--- config.mk ---
export PLATFORM = sky130hd
export DESIGN_NAME = s27_window_driver
export DESIGN_NICKNAME = d
export VERILOG_FILES = /design/src/rtl/s27_window_driver.sv
export SDC_FILE = /design/constraint.sdc
export NUM_CORES = 1
export LEC_CHECK = 0
export ABC_CLOCK_PERIOD_IN_PS = 2500
export BUFFER_PORTS_ARGS = -buffer_cell sky130_fd_sc_hd__buf_4
export CAP_MARGIN = 20
export CORE_ASPECT_RATIO = 0.9
export CORE_MARGIN = 3
export CORE_UTILIZATION = 59
export DETAILED_ROUTE_END_ITERATION = 7
export PLACE_DENSITY_LB_ADDON = 0.1
export SLEW_MARGIN = 15
export SYNTH_ARGS = -nofsm -noshare
export SYNTH_HDL_FRONTEND = slang
export SYNTH_SLANG_ARGS = --single-unit
--- constraint.sdc ---
create_clock -name clk -period 2.5 [get_ports clk]
set_input_delay 0.125 -clock clk [delete_from_list [all_inputs] [get_ports clk]]
set_output_delay 0.125 -clock clk [all_outputs]
set_load 0.005 [all_outputs]
--- src/rtl/s27_window_driver.sv ---
`default_nettype none
// ============================================================================
// Module   : s27_window_driver
// Purpose  : Sequential front-end for a FRAMES-deep unrolled s27 block.
//            Packs consecutive G0..G3 input vectors into a window, presents
//            the window plus the current register state to the unrolled
//            block, captures the per-frame G17 results and the final
//            next-state, and serialises G17 back out one frame at a time.
//            The captured next-state seeds the following window, so a stream
//            of windows behaves like the sequential s27 circuit.
// Ports    : clk, rst_n           clock, asynchronous active-low reset
//            in_valid/in_ready    input vector handshake
//            in_vec[3:0]          bit i = Gi
//            in_last              final vector of a sequence
//            win_vec[4*FRAMES-1:0] frame k in bits [4k+3:4k]
//            win_state[2:0]       initial register state for the window
//            win_valid            window stable, waiting for a result
//            res_valid            result from the unrolled block is valid
//            res_g17[FRAMES-1:0]  bit k = G17 of frame k
//            res_state[2:0]       next-state after the last frame
//            out_valid/out_ready  G17 result handshake
//            out_g17              G17 of the current frame
//            out_last             last result of an in_last sequence
// Revision : 1.0 - initial release
// ============================================================================
module s27_window_driver #(
    parameter int         FRAMES     = 5,
    parameter logic [2:0] INIT_STATE = 3'b000
) (
    input  logic                  clk,
    input  logic                  rst_n,
    input  logic                  in_valid,
    output logic                  in_ready,
    input  logic [3:0]            in_vec,
    input  logic                  in_last,
    output logic [4*FRAMES-1:0]   win_vec,
    output logic [2:0]            win_state,
    output logic                  win_valid,
    input  logic                  res_valid,
    input  logic [FRAMES-1:0]     res_g17,
    input  logic [2:0]            res_state,
    output logic                  out_valid,
    input  logic                  out_ready,
    output logic                  out_g17,
    output logic                  out_last
);

    localparam int CW = $clog2(FRAMES + 1);

    typedef enum logic [1:0] {
        FILL  = 2'd0,
        ISSUE = 2'd1,
        DRAIN = 2'd2
    } state_t;

    state_t              r_fsm;
    state_t              w_fsm_nxt;

    logic [CW-1:0]       r_cnt;        // vectors accepted into the current window
    logic [CW-1:0]       r_nvalid;     // number of real (non-padded) frames
    logic [CW-1:0]       r_idx;        // drain position
    logic [4*FRAMES-1:0] r_win_vec;
    logic [2:0]          r_dff_state;  // running s27 register state
    logic [2:0]          r_win_state;  // snapshot presented with the window
    logic                r_last_flag;
    logic [FRAMES-1:0]   r_g17;

    logic                w_accept;
    logic [CW-1:0]       w_cnt_inc;
    logic                w_fill_done;
    logic                w_capture;
    logic                w_drain_last;
    logic                w_drain_done;

    assign w_accept     = in_valid && (r_fsm == FILL);
    assign w_cnt_inc    = r_cnt + CW'(1);
    assign w_fill_done  = w_accept && ((w_cnt_inc == CW'(FRAMES)) || in_last);
    assign w_capture    = res_valid && (r_fsm == ISSUE);
    assign w_drain_last = (r_idx == (r_nvalid - CW'(1)));
    assign w_drain_done = (r_fsm == DRAIN) && out_ready && w_drain_last;

    assign win_vec   = r_win_vec;
    assign win_state = r_win_state;

    // ------------------------------------------------------------------
    // State register
    // ------------------------------------------------------------------
    always_ff @(posedge clk or negedge rst_n) begin
        if (!rst_n) begin
            r_fsm <= FILL;
        end else begin
            r_fsm <= w_fsm_nxt;
        end
    end

    // ------------------------------------------------------------------
    // Next-state and handshake outputs
    // ------------------------------------------------------------------
    always_comb begin
        w_fsm_nxt = r_fsm;
        in_ready  = 1'b0;
        win_valid = 1'b0;
        out_valid = 1'b0;
        out_g17   = 1'b0;
        out_last  = 1'b0;
        case (r_fsm)
            FILL: begin
                in_ready = 1'b1;
                if (w_fill_done) begin
                    w_fsm_nxt = ISSUE;
                end
            end
            ISSUE: begin
                win_valid = 1'b1;
                if (w_capture) begin
                    w_fsm_nxt = DRAIN;
                end
            end
            DRAIN: begin
                out_valid = 1'b1;
                out_g17   = r_g17[r_idx];
                out_last  = r_last_flag && w_drain_last;
                if (w_drain_done) begin
                    w_fsm_nxt = FILL;
                end
            end
            default: begin
                w_fsm_nxt = FILL;
            end
        endcase
    end

    // ------------------------------------------------------------------
    // Datapath
    // ------------------------------------------------------------------
    always_ff @(posedge clk or negedge rst_n) begin
        if (!rst_n) begin
            r_cnt       <= '0;
            r_nvalid    <= '0;
            r_idx       <= '0;
            r_win_vec   <= '0;
            r_dff_state <= INIT_STATE;
            r_win_state <= INIT_STATE;
            r_last_flag <= 1'b0;
            r_g17       <= '0;
        end else begin
            case (r_fsm)
                FILL: begin
                    if (w_accept) begin
                        for (int k = 0; k < FRAMES; k++) begin
                            if (r_cnt == CW'(k)) begin
                                r_win_vec[4*k +: 4] <= in_vec;
                            end
                        end
                        r_cnt <= w_cnt_inc;
                        if (w_fill_done) begin
                            r_nvalid    <= w_cnt_inc;
                            r_last_flag <= in_last;
                            // Snapshot taken on ISSUE entry only, so the
                            // window always carries the pre-window state.
                            r_win_state <= r_dff_state;
                        end
                    end
                end
                ISSUE: begin
                    if (res_valid) begin
                        r_g17       <= res_g17;
                        // A finished sequence restarts from the initial state.
                        r_dff_state <= r_last_flag ? INIT_STATE : res_state;
                        r_idx       <= '0;
                    end
                end
                DRAIN: begin
                    if (out_ready) begin
                        if (w_drain_last) begin
                            // Clearing the slots makes short windows pad with 0.
                            r_cnt       <= '0;
                            r_win_vec   <= '0;
                            r_last_flag <= 1'b0;
                            r_idx       <= '0;
                        end else begin
                            r_idx <= r_idx + CW'(1);
                        end
                    end
                end
                default: begin
                end
            endcase
        end
    end

endmodule
`default_nettype wire

==> flow_metrics.env, run 1 <==
export IMPL_wl_per_cell_um=15.4
export IMPL_gp_congestion=0.780
export IMPL_cts_setup_buffers=0
export IMPL_max_cap_violations=0
export IMPL_synth_area_leaders="dfrtp_1 (47%), o21ai_0 (5.9%), mux2_2 (5.4%)"
export IMPL_critPathCaptureType="output pin"
export IMPL_p_leak_nw=1.38
export IMPL_yosys_warnings=0
export IMPL_max_stage_delay_ns=0.46
export IMPL_ys_seq_area_frac=0.471
export IMPL_grt_first_pass_wirelength_um=8130
export IMPL_rsz0062_at_grt="no"
export IMPL_fin_cells=315
export IMPL_layout_common_cells="buf_4 (49), dfrtp_1 (43), inv_1 (28)"
export IMPL_synth_edf_count=0
export IMPL_timing_fmax_mhz=476
export IMPL_slowest_stage="xor3_1"
export IMPL_die_height_um=65.1
export IMPL_syn2layout_area_growth_pct=20.5
export IMPL_synthArstFlopShare=1.00
export IMPL_start_util=0.643
export IMPL_path_clk_slew_ns=0.08
export IMPL_p_int_mw=1.92
export IMPL_pre_cts_slack_ns=0.568
export IMPL_clock_skew_final_ns=0.00660
export IMPL_layout_commonest_cell="buf_4"
export IMPL_portBuffers=45
export IMPL_wl_um=4850
export IMPL_min_path_type="input pin to flop"
export IMPL_layout_drive_gt1_share=0.280
export IMPL_htree_levels=2
export IMPL_powerDensity_mw_per_mm2=1140
export IMPL_drtPass1Iterations=4
export IMPL_synth_main_ff_cell="dfrtp_1"
export IMPL_syn_area_per_cell_um2=10.3
export IMPL_pin_count=46
export IMPL_clkSinkCount=43
export IMPL_drc_errors=0
export IMPL_slew_limit_headroom=0.457
export IMPL_nets=296
export IMPL_finalCritPeriodShare=0.841
export IMPL_criticalPathCategory="flop to output pin"
export IMPL_cp_start_kind="flop"
export IMPL_period_needed_ns=2.10
export IMPL_p_seq_frac=0.388
export IMPL_row_count=20
export IMPL_dp_hpwl_um=3430
export IMPL_antenna_found_initial=0
export IMPL_synth_cell_types=37
export IMPL_overflow=0
export IMPL_synth_top_area_cell="dfrtp_1"
export IMPL_clkPwrFrac=0.141
export IMPL_die_area_mm2=0.00466
export IMPL_drv_slew=0
export IMPL_worst_ep_required_time_ns=2.38
export IMPL_num_vias=1809
export IMPL_crit_arrival_ns=1.98
export IMPL_swShare=0.387
export IMPL_fill_cells=257
export IMPL_coreArea_mm2=0.00355
export IMPL_vias_per_cell=5.74
export IMPL_clockBufferDepth=2
export IMPL_outcome="finished clean"
export IMPL_fp_dieW_um=71.6
export IMPL_synth_top_area_frac=0.471
export IMPL_final_antenna_net_count=0
export IMPL_grt_max_degree=44
export IMPL_setup_violations=0
export IMPL_netlist_instances=223
export IMPL_crit_fanout=5
export IMPL_cts_buffers_inserted=5
export IMPL_comb_power_share=0.471
export IMPL_cts_tree="built"
export IMPL_post_place_cells=307
export IMPL_grt_pass1_vias=1742
export IMPL_clockRootBuffer="clkbuf_8"
export IMPL_worstMarginPinSlew_ns=0.804
export IMPL_diodes=0
export IMPL_grtUsageTotal=0.222
export IMPL_setup_ws_ns=0.399
export IMPL_cp_cell_sequence="inv_1, ha_1, xor3_1, nor3_2, and3_1, buf_4"
export IMPL_synth_fp_nets=248
export IMPL_ys_ff_latch=43
export IMPL_clkLatencyLatePin_ns=0.29
export IMPL_peakVddDrop_mv=0.682
export IMPL_power_switching_mw=1.22
export IMPL_netlist_area_mm2=0.00229
export IMPL_first_iter_violations=95
export IMPL_finalHoldViolCount=0
export IMPL_setup_tns_ns=0
-- flip-flops by register name, summed over array words and instances (netlist names), 2 cells and up --
name         count
r_cnt            3
r_dff_state      3
r_fsm            2
r_g17            5
r_idx            3
r_nvalid         3
win_state        3
win_vec         20
-- area by class of cell --
cell class	count	area, um2	area share
repair buffers	50	378	0.137
inverters	28	105	0.0382
clock inverters	1	5.00	0.00182
clock buffers	6	82.6	0.0300
multi-input cells	143	1050	0.382
well taps	44	55.1	0.0200
flip-flops and latches	43	1080	0.391
-- through the flow --
stage | cell area [um2] | utilization | power (mW) | hold WS, ns
after detailed placement | 2660 | 0.748 | 2.70 | 0.146
after global routing | 2750 | 0.775 | 3.39 | 0.0595
final | 2750 | 0.775 | 3.14 | 0.0560
after global placement | 2660 | 0.748 | 2.65 | 0.144
after CTS | 2750 | 0.775 | 3.15 | 0.0529
after floorplan | 2290 | - | 2.21 | -0.171
-- what timing repair did --
| action | CTS | global route |
|---|---|---|
| endpoints found under the hold margin | 43 | 0 |
| hold buffers | 1 | 0 |
| gates resized for setup | 0 | 0 |
-- metal layers --
layer,global-route usage,vias up,share of wire
li1,-,887,-
met2,0.319,59,0.44
met5,0,-,0
met3,0.0481,12,0.060
met4,0.0822,0,0.017
met1,0.327,851,0.49
-- cell usage after synthesis, drive strengths merged, types with 2 or more instances --
| cell | instances |
|---|---|
| dfrtp | 43 |
| o21ai | 29 |
| inv | 28 |
| nand3 | 20 |
| o211ai | 16 |
| mux2 | 11 |
| nand2 | 10 |
| mux2i | 8 |
| ha | 7 |
| buf | 5 |
| nand2b | 5 |
| nand3b | 5 |
| clkbuf | 4 |
| nor3b | 4 |
| or3b | 4 |
| nor4bb | 3 |
| o31ai | 3 |
| xnor2 | 2 |
-- worst max-delay path: cells and delay by family, from the launching register on --
family,cells,cell delay [ns]
XOR/XNOR,1,0.46
adder cells (fa/ha/maj),1,0.15
buffers and inverters,2,0.18
flip-flops,1,0.39
AND/OR/NAND/NOR,2,0.49
-- kinds of logic after synthesis --
family          Yosys count  share of synthesized area
compound gates           55                      0.154
xor+xnor                  3                     0.0181
fa+ha+maj                 7                     0.0383
buf+inv                  37                     0.0690
flops                    43                      0.471
mux                      19                     0.0892
simple gates             59                      0.161
-- worst paths after layout --
check / cells after the start / from / slack, ns / to
setup / recovery: 6 / r_nvalid[0] / 0.40 / out_last
min in group asynchronous: 2 / rst_n / 0.35 / win_vec[17]
hold reg to reg: 2 / r_dff_state[0] / 0.48 / r_dff_state[0]
max in group asynchronous: 2 / rst_n / 1.76 / win_vec[19]
setup reg to reg: 5 / r_cnt[0] / 0.55 / win_state[2]
hold / removal: 2 / res_g17[4] / 0.06 / r_g17[4]
-- power by group through the flow --
stage | combinational [mW] | sequential [mW] | clock, mW
after floorplan | 1.06 | 1.15 | 0
after global placement | 1.43 | 1.22 | 0
after detailed placement | 1.47 | 1.23 | 0
after CTS | 1.48 | 1.22 | 0.454
after global routing | 1.66 | 1.26 | 0.476
final | 1.48 | 1.22 | 0.443
Power figures use the tool's default switching activity.
==> run 2: changes to the inputs <==
Settings changed: ABC_CLOCK_PERIOD_IN_PS 2500 to 1690, CORE_UTILIZATION 59 to 49.
Clock period 2.5 ns to 1.69 ns, I/O delays scaled along.
==> run 2 against run 1 <==
  * The flow now finishes with violations (setup timing)
  * Critical path depth is the same
  * Worst setup slack worse by 0.49 ns
  * Register-to-register slack got worse by 0.56 ns
  * Combinational power grew 97%
  * Global-route usage fell by 1.8 points
  * Clock power rose by 81%
  * Non-clock buffer count is 23 higher
  * Flip-flop and latch count did not move
  * Core utilization shrank 6.6 points
  * Largest power group unchanged
  * Routed wire length increased by 11%
  * Final cell count grew 13%
==> flow_metrics.env, run 2 (synthesis gave the netlist of run 1 again) <==
export IMPL_wl_per_cell_um=15.2
export IMPL_clkSinkCount=43
export IMPL_reg2reg_from="r_nvalid[0]"
export IMPL_layout_commonest_cell="buf_4"
export IMPL_start_util=0.532
export IMPL_nets=319
export IMPL_clkLatencyLatePin_ns=0.29
export IMPL_die_area_mm2=0.00552
export IMPL_portBuffers=45
export IMPL_maxUsedRoutingLayer="met4"
export IMPL_endpoint="out_last"
export IMPL_cts_buffers_inserted=5
export IMPL_overflow=0
export IMPL_setup_violations=2
export IMPL_finalHoldViolCount=0
export IMPL_period_needed_ns=1.79
export IMPL_gp_congestion=0.770
export IMPL_min_path_type="input pin to flop"
export IMPL_worstMarginPinSlew_ns=0.547
export IMPL_cts_tree="built"
export IMPL_r2r_slack_ns=-0.01
export IMPL_finalCritPeriodShare=1.06
export IMPL_crit_fanout=3
export IMPL_setup_tns_ns=-0.105
export IMPL_grtUsageTotal=0.204
export IMPL_layout_common_cells="buf_4 (70), dfrtp_1 (43), inv_1 (26), o21ai_0 (26), nand3_1 (20)"
export IMPL_criticalPathCategory="flop to output pin"
export IMPL_die_height_um=70.8
export IMPL_grt_first_pass_wirelength_um=9010
export IMPL_num_vias=1907
export IMPL_dp_hpwl_um=3890
export IMPL_row_count=22
export IMPL_critPathCaptureType="output pin"
export IMPL_timing_fmax_mhz=560
export IMPL_crit_arrival_ns=1.70
export IMPL_first_iter_violations=97
export IMPL_worst_ep_required_time_ns=1.61
export IMPL_wl_um=5390
export IMPL_fp_dieW_um=78.0
export IMPL_cp_startpoint="r_nvalid[0]"
export IMPL_syn2layout_area_growth_pct=33.2
export IMPL_wl_met1_um=2510
export IMPL_powerDensity_mw_per_mm2=1790
export IMPL_drc_errors=0
export IMPL_clockRootBuffer="clkbuf_8"
export IMPL_pin_count=46
export IMPL_antenna_found_initial=0
export IMPL_setup_ws_ns=-0.0953
export IMPL_met3_length_um=280
export IMPL_coreArea_mm2=0.00429
export IMPL_grt_pass1_vias=1878
export IMPL_drtPass1Iterations=5
export IMPL_total_power_mw=5.46
export IMPL_clockBufferDepth=2
export IMPL_routed_wl_met2_um=2570
export IMPL_peakVddDrop_mv=0.837
export IMPL_p_leak_nw=1.53
export IMPL_worstRegToRegCells=6
export IMPL_slew_limit_headroom=0.635
export IMPL_vias_per_cell=5.37
export IMPL_largest_reg_flops=20
export IMPL_final_antenna_net_count=0
export IMPL_clock_skew_final_ns=0.0114
export IMPL_cp_start_kind="flop"
export IMPL_drv_slew=0
export IMPL_diodes=0
export IMPL_layout_drive_gt1_share=0.369
export IMPL_rsz0062_at_grt="yes"
export IMPL_grt_max_degree=44
export IMPL_max_cap_violations=0
export IMPL_outcome="complete, but fails checks"
export IMPL_path_clk_slew_ns=0.09
export IMPL_htree_levels=2
export IMPL_violations="setup timing"
export IMPL_rr_endpoint="win_vec[19]"
## run 2: repair_timing
action | 4_1_cts | 5_1_grt
hold buffers | 1 | 0
endpoints found under the setup margin | 25 | 30
hold endpoints to repair | 43 | 0
resized for setup | 8 | 4
pin swaps | 4 | 3
buffers inserted | 2 | 1
## run 2: per-stage QoR
stage / std cells / util / hold WS [ns] / setup WS (ns) / area [um2]
global placement: 343 / 0.665 / 0.107 / -0.0917 / 2860
global route: 355 / 0.709 / 0.0122 / -0.168 / 3040
finish: 355 / 0.709 / 0.0147 / -0.0953 / 3040
CTS: 354 / 0.705 / 0.0108 / -0.0937 / 3030
detailed placement: 343 / 0.665 / 0.109 / -0.173 / 2860
floorplan: 223 / - / -0.211 / -0.00181 / 2320
## run 2: report_power, final
group | internal (mW) | leakage, nW | switching [mW]
sequential | 1.42 | 0.479 | 0.317
clock | 0.440 | 0.0581 | 0.361
combinational | 1.56 | 0.989 | 1.35
total | 3.43 | 1.53 | 2.03
## run 2: critical path, cell delays in order (launching register included)
cell and delay, ns:
dfrtp_1 0.41, inv_2 0.08, ha_4 0.12, xor3_2 0.30, nor3_4 0.22, and3_1 0.17
buf_4 0.10
## run 2: area by class of cell
| cell class | instances | area [um2] |
|---|---|---|
| flip-flops and latches | 43 | 1080 |
| well taps | 60 | 75.1 |
| clock buffers | 5 | 68.8 |
| multi-input cells | 143 | 1120 |
| inverters | 28 | 105 |
| repair buffers | 73 | 558 |
| clock inverters | 3 | 43.8 |
| fillers | 351 | 1250 |
## run 2: worst min path at each step
| stage | startpoint | end | cells after the start |
|---|---|---|---|
| floorplan | rst_n | r_cnt[0] | 0 |
| global placement | rst_n | win_vec[9] | 1 |
| detailed placement | rst_n | win_vec[9] | 1 |
| CTS | res_valid | r_fsm[0] | 2 |
| global route | res_g17[4] | r_g17[4] | 2 |
| finish | res_valid | r_fsm[0] | 2 |
## run 2: routing by layer
metal	up-vias	global-route usage
li1	932	-
met1	931	0.291
met2	42	0.323
met3	2	0.0509
met4	0	0.0350
met5	-	0
